===== src/rtl/pool_pkg.sv =====
// pool_pkg -- shared definitions for the pooling stream generator.
//   pool_mode_e : pooling mode constants (max / average)
//   POOL_MODE   : mode selected for this build; average pooling when the
//                 macro POOL_AVG_MODE_EN is defined, max pooling otherwise
//   cnt_w()     : bits needed for a counter running 0..n-1
//   partial_w() : width of one partial-result entry for a given mode
package pool_pkg;

  typedef enum logic {
    MODE_MAX = 1'b0,
    MODE_AVG = 1'b1
  } pool_mode_e;

`ifdef POOL_AVG_MODE_EN
  localparam pool_mode_e POOL_MODE = MODE_AVG;
`else
  localparam pool_mode_e POOL_MODE = MODE_MAX;
`endif

  function automatic int cnt_w(input int n);
    return (n <= 1) ? 1 : $clog2(n);
  endfunction

  // Average mode keeps a full window sum, so it needs log2(POOL_SIZE^2)
  // extra bits; max mode only ever holds a pixel value.
  function automatic int partial_w(input int data_w, input int pool, input pool_mode_e mode);
    return (mode == MODE_AVG) ? data_w + 2 * $clog2(pool) : data_w;
  endfunction

endpackage


===== src/rtl/pool_row_buf.sv =====
// pool_row_buf -- partial-result storage, one entry per window column.
// Ports:
//   clk            : clock, rising edge
//   we/waddr/wdata : write port, entry updated at the clock edge
//   raddr/rdata    : combinational read port
// The read port is combinational off the storage array and the write lands
// at the clock edge, so a read of an index in any cycle after it was written
// returns the new value. The caller combines rdata into wdata in the same
// cycle, which is why there is no combinational bypass from wdata to rdata.
// No reset: every entry is loaded by the first pixel of its window before
// it is ever read.
module pool_row_buf #(
  parameter int WIDTH = 8,
  parameter int DEPTH = 2,
  parameter int AW    = 1
) (
  input  logic             clk,
  input  logic             we,
  input  logic [AW-1:0]    waddr,
  input  logic [WIDTH-1:0] wdata,
  input  logic [AW-1:0]    raddr,
  output logic [WIDTH-1:0] rdata
);

  logic [WIDTH-1:0] mem [DEPTH];

  always_ff @(posedge clk) begin
    if (we) mem[waddr] <= wdata;
  end

  assign rdata = mem[raddr];

endmodule


===== src/rtl/pool_stream_gen.sv =====
// pool_stream_gen -- streaming POOL_SIZE x POOL_SIZE pooling (stride =
// POOL_SIZE) over a raster-order IN_W x IN_H frame.
// Build option: define POOL_AVG_MODE_EN for average pooling (truncating
// sum >> 2*log2(POOL_SIZE), POOL_SIZE must be a power of two); without it
// the block does unsigned max pooling.
// Ports:
//   clk, master_rst_n    : clock (rising edge), async active-low reset
//   in_valid/in_data     : input pixel stream, in_ready accepts
//   out_valid/out_data   : pooled result, held until out_ready
//   out_last             : qualifies the last result of the frame
//   end_op               : one-cycle pulse after the out_last result handshakes
module pool_stream_gen
  import pool_pkg::*;
#(
  parameter int DATA_W    = 8,
  parameter int IN_W      = 4,
  parameter int IN_H      = 4,
  parameter int POOL_SIZE = 2
) (
  input  logic              clk,
  input  logic              master_rst_n,
  input  logic              in_valid,
  input  logic [DATA_W-1:0] in_data,
  output logic              in_ready,
  output logic              out_valid,
  output logic [DATA_W-1:0] out_data,
  input  logic              out_ready,
  output logic              out_last,
  output logic              end_op
);

  localparam int N_WCOL = IN_W / POOL_SIZE;
  localparam int N_OROW = IN_H / POOL_SIZE;
  localparam int CW     = cnt_w(IN_W);
  localparam int PCW    = cnt_w(POOL_SIZE);
  localparam int WW     = cnt_w(N_WCOL);
  localparam int RW     = cnt_w(N_OROW);
  localparam int PART_W = partial_w(DATA_W, POOL_SIZE, POOL_MODE);

  localparam logic [CW-1:0]  COL_MAX  = CW'(IN_W - 1);
  localparam logic [PCW-1:0] P_MAX    = PCW'(POOL_SIZE - 1);
  localparam logic [WW-1:0]  WCOL_MAX = WW'(N_WCOL - 1);
  localparam logic [RW-1:0]  OROW_MAX = RW'(N_OROW - 1);

  generate
    if (POOL_SIZE < 2 || (IN_W % POOL_SIZE) != 0 || (IN_H % POOL_SIZE) != 0) begin : g_bad_geom
      $error("pool_stream_gen: POOL_SIZE must be >= 2 and divide IN_W and IN_H");
    end
    if (POOL_MODE == MODE_AVG && (POOL_SIZE & (POOL_SIZE - 1)) != 0) begin : g_bad_avg
      $error("pool_stream_gen: average pooling needs a power-of-two POOL_SIZE");
    end
  endgenerate

  logic [CW-1:0]     col;
  logic [PCW-1:0]    col_in_win;
  logic [PCW-1:0]    row_in_win;
  logic [WW-1:0]     win_col;
  logic [RW-1:0]     out_row;

  logic              accept;
  logic              first_px;
  logic              win_done;
  logic              frame_done;
  logic [PART_W-1:0] pix_ext;
  logic [PART_W-1:0] part_rd;
  logic [PART_W-1:0] part_wr;
  logic [DATA_W-1:0] result;

  assign in_ready   = !out_valid || out_ready;
  assign accept     = in_valid && in_ready;
  assign first_px   = (row_in_win == '0) && (col_in_win == '0);
  assign win_done   = (row_in_win == P_MAX) && (col_in_win == P_MAX);
  assign frame_done = win_done && (out_row == OROW_MAX) && (win_col == WCOL_MAX);

  pool_row_buf #(
    .WIDTH (PART_W),
    .DEPTH (N_WCOL),
    .AW    (WW)
  ) u_row_buf (
    .clk   (clk),
    .we    (accept),
    .waddr (win_col),
    .wdata (part_wr),
    .raddr (win_col),
    .rdata (part_rd)
  );

  always_comb begin
    pix_ext = PART_W'(in_data);
    if (first_px) begin
      part_wr = pix_ext;
    end else begin
`ifdef POOL_AVG_MODE_EN
      part_wr = part_rd + pix_ext;
`else
      part_wr = (pix_ext > part_rd) ? pix_ext : part_rd;
`endif
    end
  end

`ifdef POOL_AVG_MODE_EN
  localparam int AVG_SHIFT = 2 * $clog2(POOL_SIZE);
  assign result = DATA_W'(part_wr >> AVG_SHIFT);
`else
  assign result = part_wr[DATA_W-1:0];
`endif

  // Position counters; everything wraps to zero on the frame's final pixel
  // so the next frame can start on the very next accepted pixel.
  always_ff @(posedge clk or negedge master_rst_n) begin
    if (!master_rst_n) begin
      col        <= '0;
      col_in_win <= '0;
      row_in_win <= '0;
      win_col    <= '0;
      out_row    <= '0;
    end else if (accept) begin
      if (col_in_win == P_MAX) col_in_win <= '0;
      else                     col_in_win <= col_in_win + 1'b1;

      if (col == COL_MAX) begin
        col     <= '0;
        win_col <= '0;
        if (row_in_win == P_MAX) begin
          row_in_win <= '0;
          if (out_row == OROW_MAX) out_row <= '0;
          else                     out_row <= out_row + 1'b1;
        end else begin
          row_in_win <= row_in_win + 1'b1;
        end
      end else begin
        col <= col + 1'b1;
        if (col_in_win == P_MAX) win_col <= win_col + 1'b1;
      end
    end
  end

  // Output register. A completing window in the same cycle as a handshake
  // overrides the drop of out_valid, so the new result replaces the old one.
  always_ff @(posedge clk or negedge master_rst_n) begin
    if (!master_rst_n) begin
      out_valid <= 1'b0;
      out_data  <= '0;
      out_last  <= 1'b0;
      end_op    <= 1'b0;
    end else begin
      end_op <= 1'b0;
      if (out_valid && out_ready) begin
        out_valid <= 1'b0;
        out_last  <= 1'b0;
        end_op    <= out_last;
      end
      if (accept && win_done) begin
        out_valid <= 1'b1;
        out_data  <= result;
        out_last  <= frame_done;
      end
    end
  end

endmodule


===== config.mk =====
export PLATFORM = sky130hd
export DESIGN_NAME = pool_stream_gen
export DESIGN_NICKNAME = d
export VERILOG_FILES = /design/src/rtl/pool_pkg.sv /design/src/rtl/pool_row_buf.sv /design/src/rtl/pool_stream_gen.sv
export SDC_FILE = /design/constraint.sdc
export NUM_CORES = 1
export LEC_CHECK = 0
export ABC_AREA = 1
export ABC_CLOCK_PERIOD_IN_PS = 2080
export BUFFER_PORTS_ARGS = -buffer_cell sky130_fd_sc_hd__buf_4
export CORE_MARGIN = 5
export CORE_UTILIZATION = 51
export CTS_CLUSTER_SIZE = 40
export DETAILED_ROUTE_END_ITERATION = 8
export PLACE_DENSITY = 0.74
export SYNTH_ARGS = -nofsm -noshare
export SYNTH_HDL_FRONTEND = slang
export SYNTH_SLANG_ARGS = --single-unit

===== constraint.sdc =====
create_clock -name clk -period 2.08 [get_ports clk]
set_input_delay 0.208 -clock clk [delete_from_list [all_inputs] [get_ports clk]]
set_output_delay 0.208 -clock clk [all_outputs]
set_load 0.02 [all_outputs]

==> results.sh <==
export IMPL_finalHoldViolCount=0
export IMPL_report_final_setup_viol=24
export IMPL_clock_root_buffer="clkbuf_4"
export IMPL_antenna_found_initial=0
export IMPL_fp_dieH_um=67.76
export IMPL_grt_max_degree=18
export IMPL_place_ws_ns=-0.1799
export IMPL_min_path_type="input port to register"
export IMPL_fillCellCount=221
export IMPL_path_max_fanout=8
export IMPL_yosysWarningCount=0
export IMPL_timing_hold_worst_start="out_ready"
export IMPL_detailedRoute_firstIterationViolations=116
export IMPL_grt_setup_unrepaired="yes"
export IMPL_io_pins=24
export IMPL_dp_final_hpwl_um=2833
export IMPL_std_cell_rows=21
export IMPL_placed_area_mm2=0.002093
export IMPL_gp_congestion=0.8160
export IMPL_finalMaxSlewViolations=0
export IMPL_timing_critical_path_arrival_ns=2.36
export IMPL_crit_start="win_col"
export IMPL_crit_path_max_incr_delay_ns=0.41
export IMPL_timing_final_crit_period_ns=2.261
export IMPL_total_routing_usage_gr_pct=19.59
export IMPL_area_growth_synth_to_final_pct=42.79
export IMPL_antenna_cells_inserted=0
export IMPL_power_per_cell_area_mw_per_mm2=1784
export IMPL_slew_headroom_pct=64.03
export IMPL_stdcell_area_mm2=0.002430
export IMPL_die_width_um=67.76
export IMPL_mappedNetlistArea_mm2=0.001702
export IMPL_post_synth_cell_types=30
export IMPL_run_status="complete, but fails checks"
export IMPL_register_area_um2=905.9
export IMPL_worst_clock_skew_ns=0.02012
export IMPL_clk_transition_reported_paths_ns=0.12
export IMPL_hold_slack_ns=0.1220
export IMPL_timing_final_ws_setup_ns=-0.1810
export IMPL_grt_pass1_wl_um=6348
export IMPL_multi_input_area_um2=914.6
export IMPL_cp_slowest_cell="dfrtp_1"
export IMPL_failed_checks="setup timing"
export IMPL_path_cells="buf_6 > buf_6 > mux2i_2 > ha_1 > nand2_2 > nor2_4 > nand2_2 > nand2_4 > nand2_8 > nand2_8 > nand2_4 > and2_4"
export IMPL_route_final_wire_length_um=4147
export IMPL_cts_tree="built"
export IMPL_postRouteAntennaNets=0
export IMPL_insertion_delay_ns=0.35
export IMPL_floorplan_core_area_mm2=0.003284
export IMPL_total_leakage_power_nw=1.154
export IMPL_share_of_post_route_cells_with_drive_strength_above_1_pct=47.30
export IMPL_via_count_normalized_by_instance_count=4.989
export IMPL_synth_seq_area_share_pct=53.24
export IMPL_htree_num_levels=2
export IMPL_crit_path_end_kind="register"
export IMPL_io_buffer_count=23
export IMPL_layout_nets=242
export IMPL_vias_in_the_first_global_route=1419
export IMPL_clock_tree_buffer_depth=2
export IMPL_timing_fmax_mhz=442.3
export IMPL_routed_wire_length_per_instance_um=15.47
export IMPL_numCtsBuffers=5
export IMPL_synthesis_nets=185
export IMPL_synth_seq_cells=33
export IMPL_via_count=1337
export IMPL_cap_viol_max_count=0
export IMPL_r2r_start="win_col"
export IMPL_worst_ep_required_time_ns=2.18
export IMPL_power_ir_vdd_worst_uv=904.6
export IMPL_postSynthAreaPerCell_um2=10.38
export IMPL_worstSetupStartpointType="register"
export IMPL_gr_total_overflow=0
export IMPL_period_share_pct=108.7
export IMPL_route_detailed_drc=0
export IMPL_clock_sinks=33
export IMPL_timing_setup_critical_path_class="register to register"
export IMPL_worst_pin_slew_ns=0.5396
export IMPL_initial_utilization_pct=51.81
export IMPL_netlist_instances=164
export IMPL_die_area_mm2=0.004591
export IMPL_firstDrtPassIters=4
per-layer routing:
layer	share of wire [%]	global-route usage (%)
met3	4.8	5.990
met2	51	32.32
met5	0	0
met4	2.3	10.38
met1	42	22.67
cell usage after synthesis, drive strengths merged:
cell type   n  share of area [%]
nand3      17                5.0
a21boi      1                1.1
inv        19                4.5
nor3b       1               0.44
xor2        2                1.0
nand2      45                 12
a21oi       2               0.59
edfxtp     16                 28
mux2i       7                4.1
ha          9                6.6
o21ai       3                1.1
or2         2               0.74
and2        8                2.9
o21a        1               0.44
xnor2       1               0.51
nand4       1               0.74
dfrtp      17                 25
a21o        1               0.44
nor2        9                3.5
buf         2                1.1
path summary, 6_finish.rpt:
path,end,slack [ns],cells after the start
worst min-delay path,end_op,0.12,3
min in group asynchronous,out_data[0],0.25,2
worst min register to register,out_row,0.48,1
max in group asynchronous,out_data[2],1.62,2
worst max register to register,u_row_buf.mem[0][2],-0.18,12
worst max-delay path,u_row_buf.mem[0][2],-0.18,12
per-stage QoR:
stage	instances	util (%)	power, mW	setup TNS, ns
final	268	73.98	4.334	-3.406
after global routing	268	73.98	4.616	-6.237
after CTS	267	68.65	3.860	-1.951
after detailed placement	255	63.73	3.187	-3.361
after global placement	255	63.73	3.101	-1.177
after floorplan	164	-	2.371	0
cells by family (layout without fill, tap and decap cells):
| family | Yosys count | count (layout) | synth area share [%] |
|---|---|---|---|
| simple gates | 83 | 84 | 25.22 |
| flops | 33 | 33 | 53.24 |
| mux | 7 | 7 | 4.118 |
| compound gates | 8 | 8 | 3.677 |
| xor+xnor | 3 | 3 | 1.544 |
| buf+inv | 21 | 78 | 5.588 |
| fa+ha+maj | 9 | 9 | 6.618 |
cells in the final DEF, fill, tap and decap left out, types with 4 or more instances in the layout:
master    count
nand3_1      12
inv_1        14
buf_4        47
nand2_1      29
nand2_2       7
edfxtp_1     16
dfrtp_1      17
nand2_4       8
clkbuf_4      5
and2_4        7
nand3_2       5
ha_1          7
nor2_1        4
area by class of cell:
type | instances | area share, %
clock buffers | 5 | 1.545
clock inverters | 3 | 1.699
inverters | 19 | 3.141
multi-input cells | 111 | 37.64
flip-flops and latches | 33 | 37.28
well taps | 46 | 2.369
repair buffers | 51 | 16.32
repair_timing:
action,in CTS,in global routing
cloned,1,0
hold endpoints to repair,17,0
hold buffers,1,0
gates resized for setup,12,35
buffers inserted,2,1
pin swaps,9,11
endpoints found under the setup margin,24,24
sequential cells by signal, indices dropped and copies added (netlist names):
signal and count:
out_valid 1, row_in_win 1, col_in_win 1, out_data 8, win_col 1, out_row 1
out_last 1, u_row_buf.mem 16, end_op 1, col 2
power breakdown:
group	leakage (nW)	switching, mW	internal, mW
Sequential	0.358	0.176	1.07
Combinational	0.757	1.36	1.25
Clock	0.0389	0.227	0.249
worst max-delay path, delay by kind of cell (launching register included):
kind / cells / cell delay, ns
buf+inv: 2 / 0.29
fa+ha+maj: 1 / 0.30
simple gates: 8 / 0.85
flops: 1 / 0.41
mux: 1 / 0.16
Power figures use the tool's default switching activity.
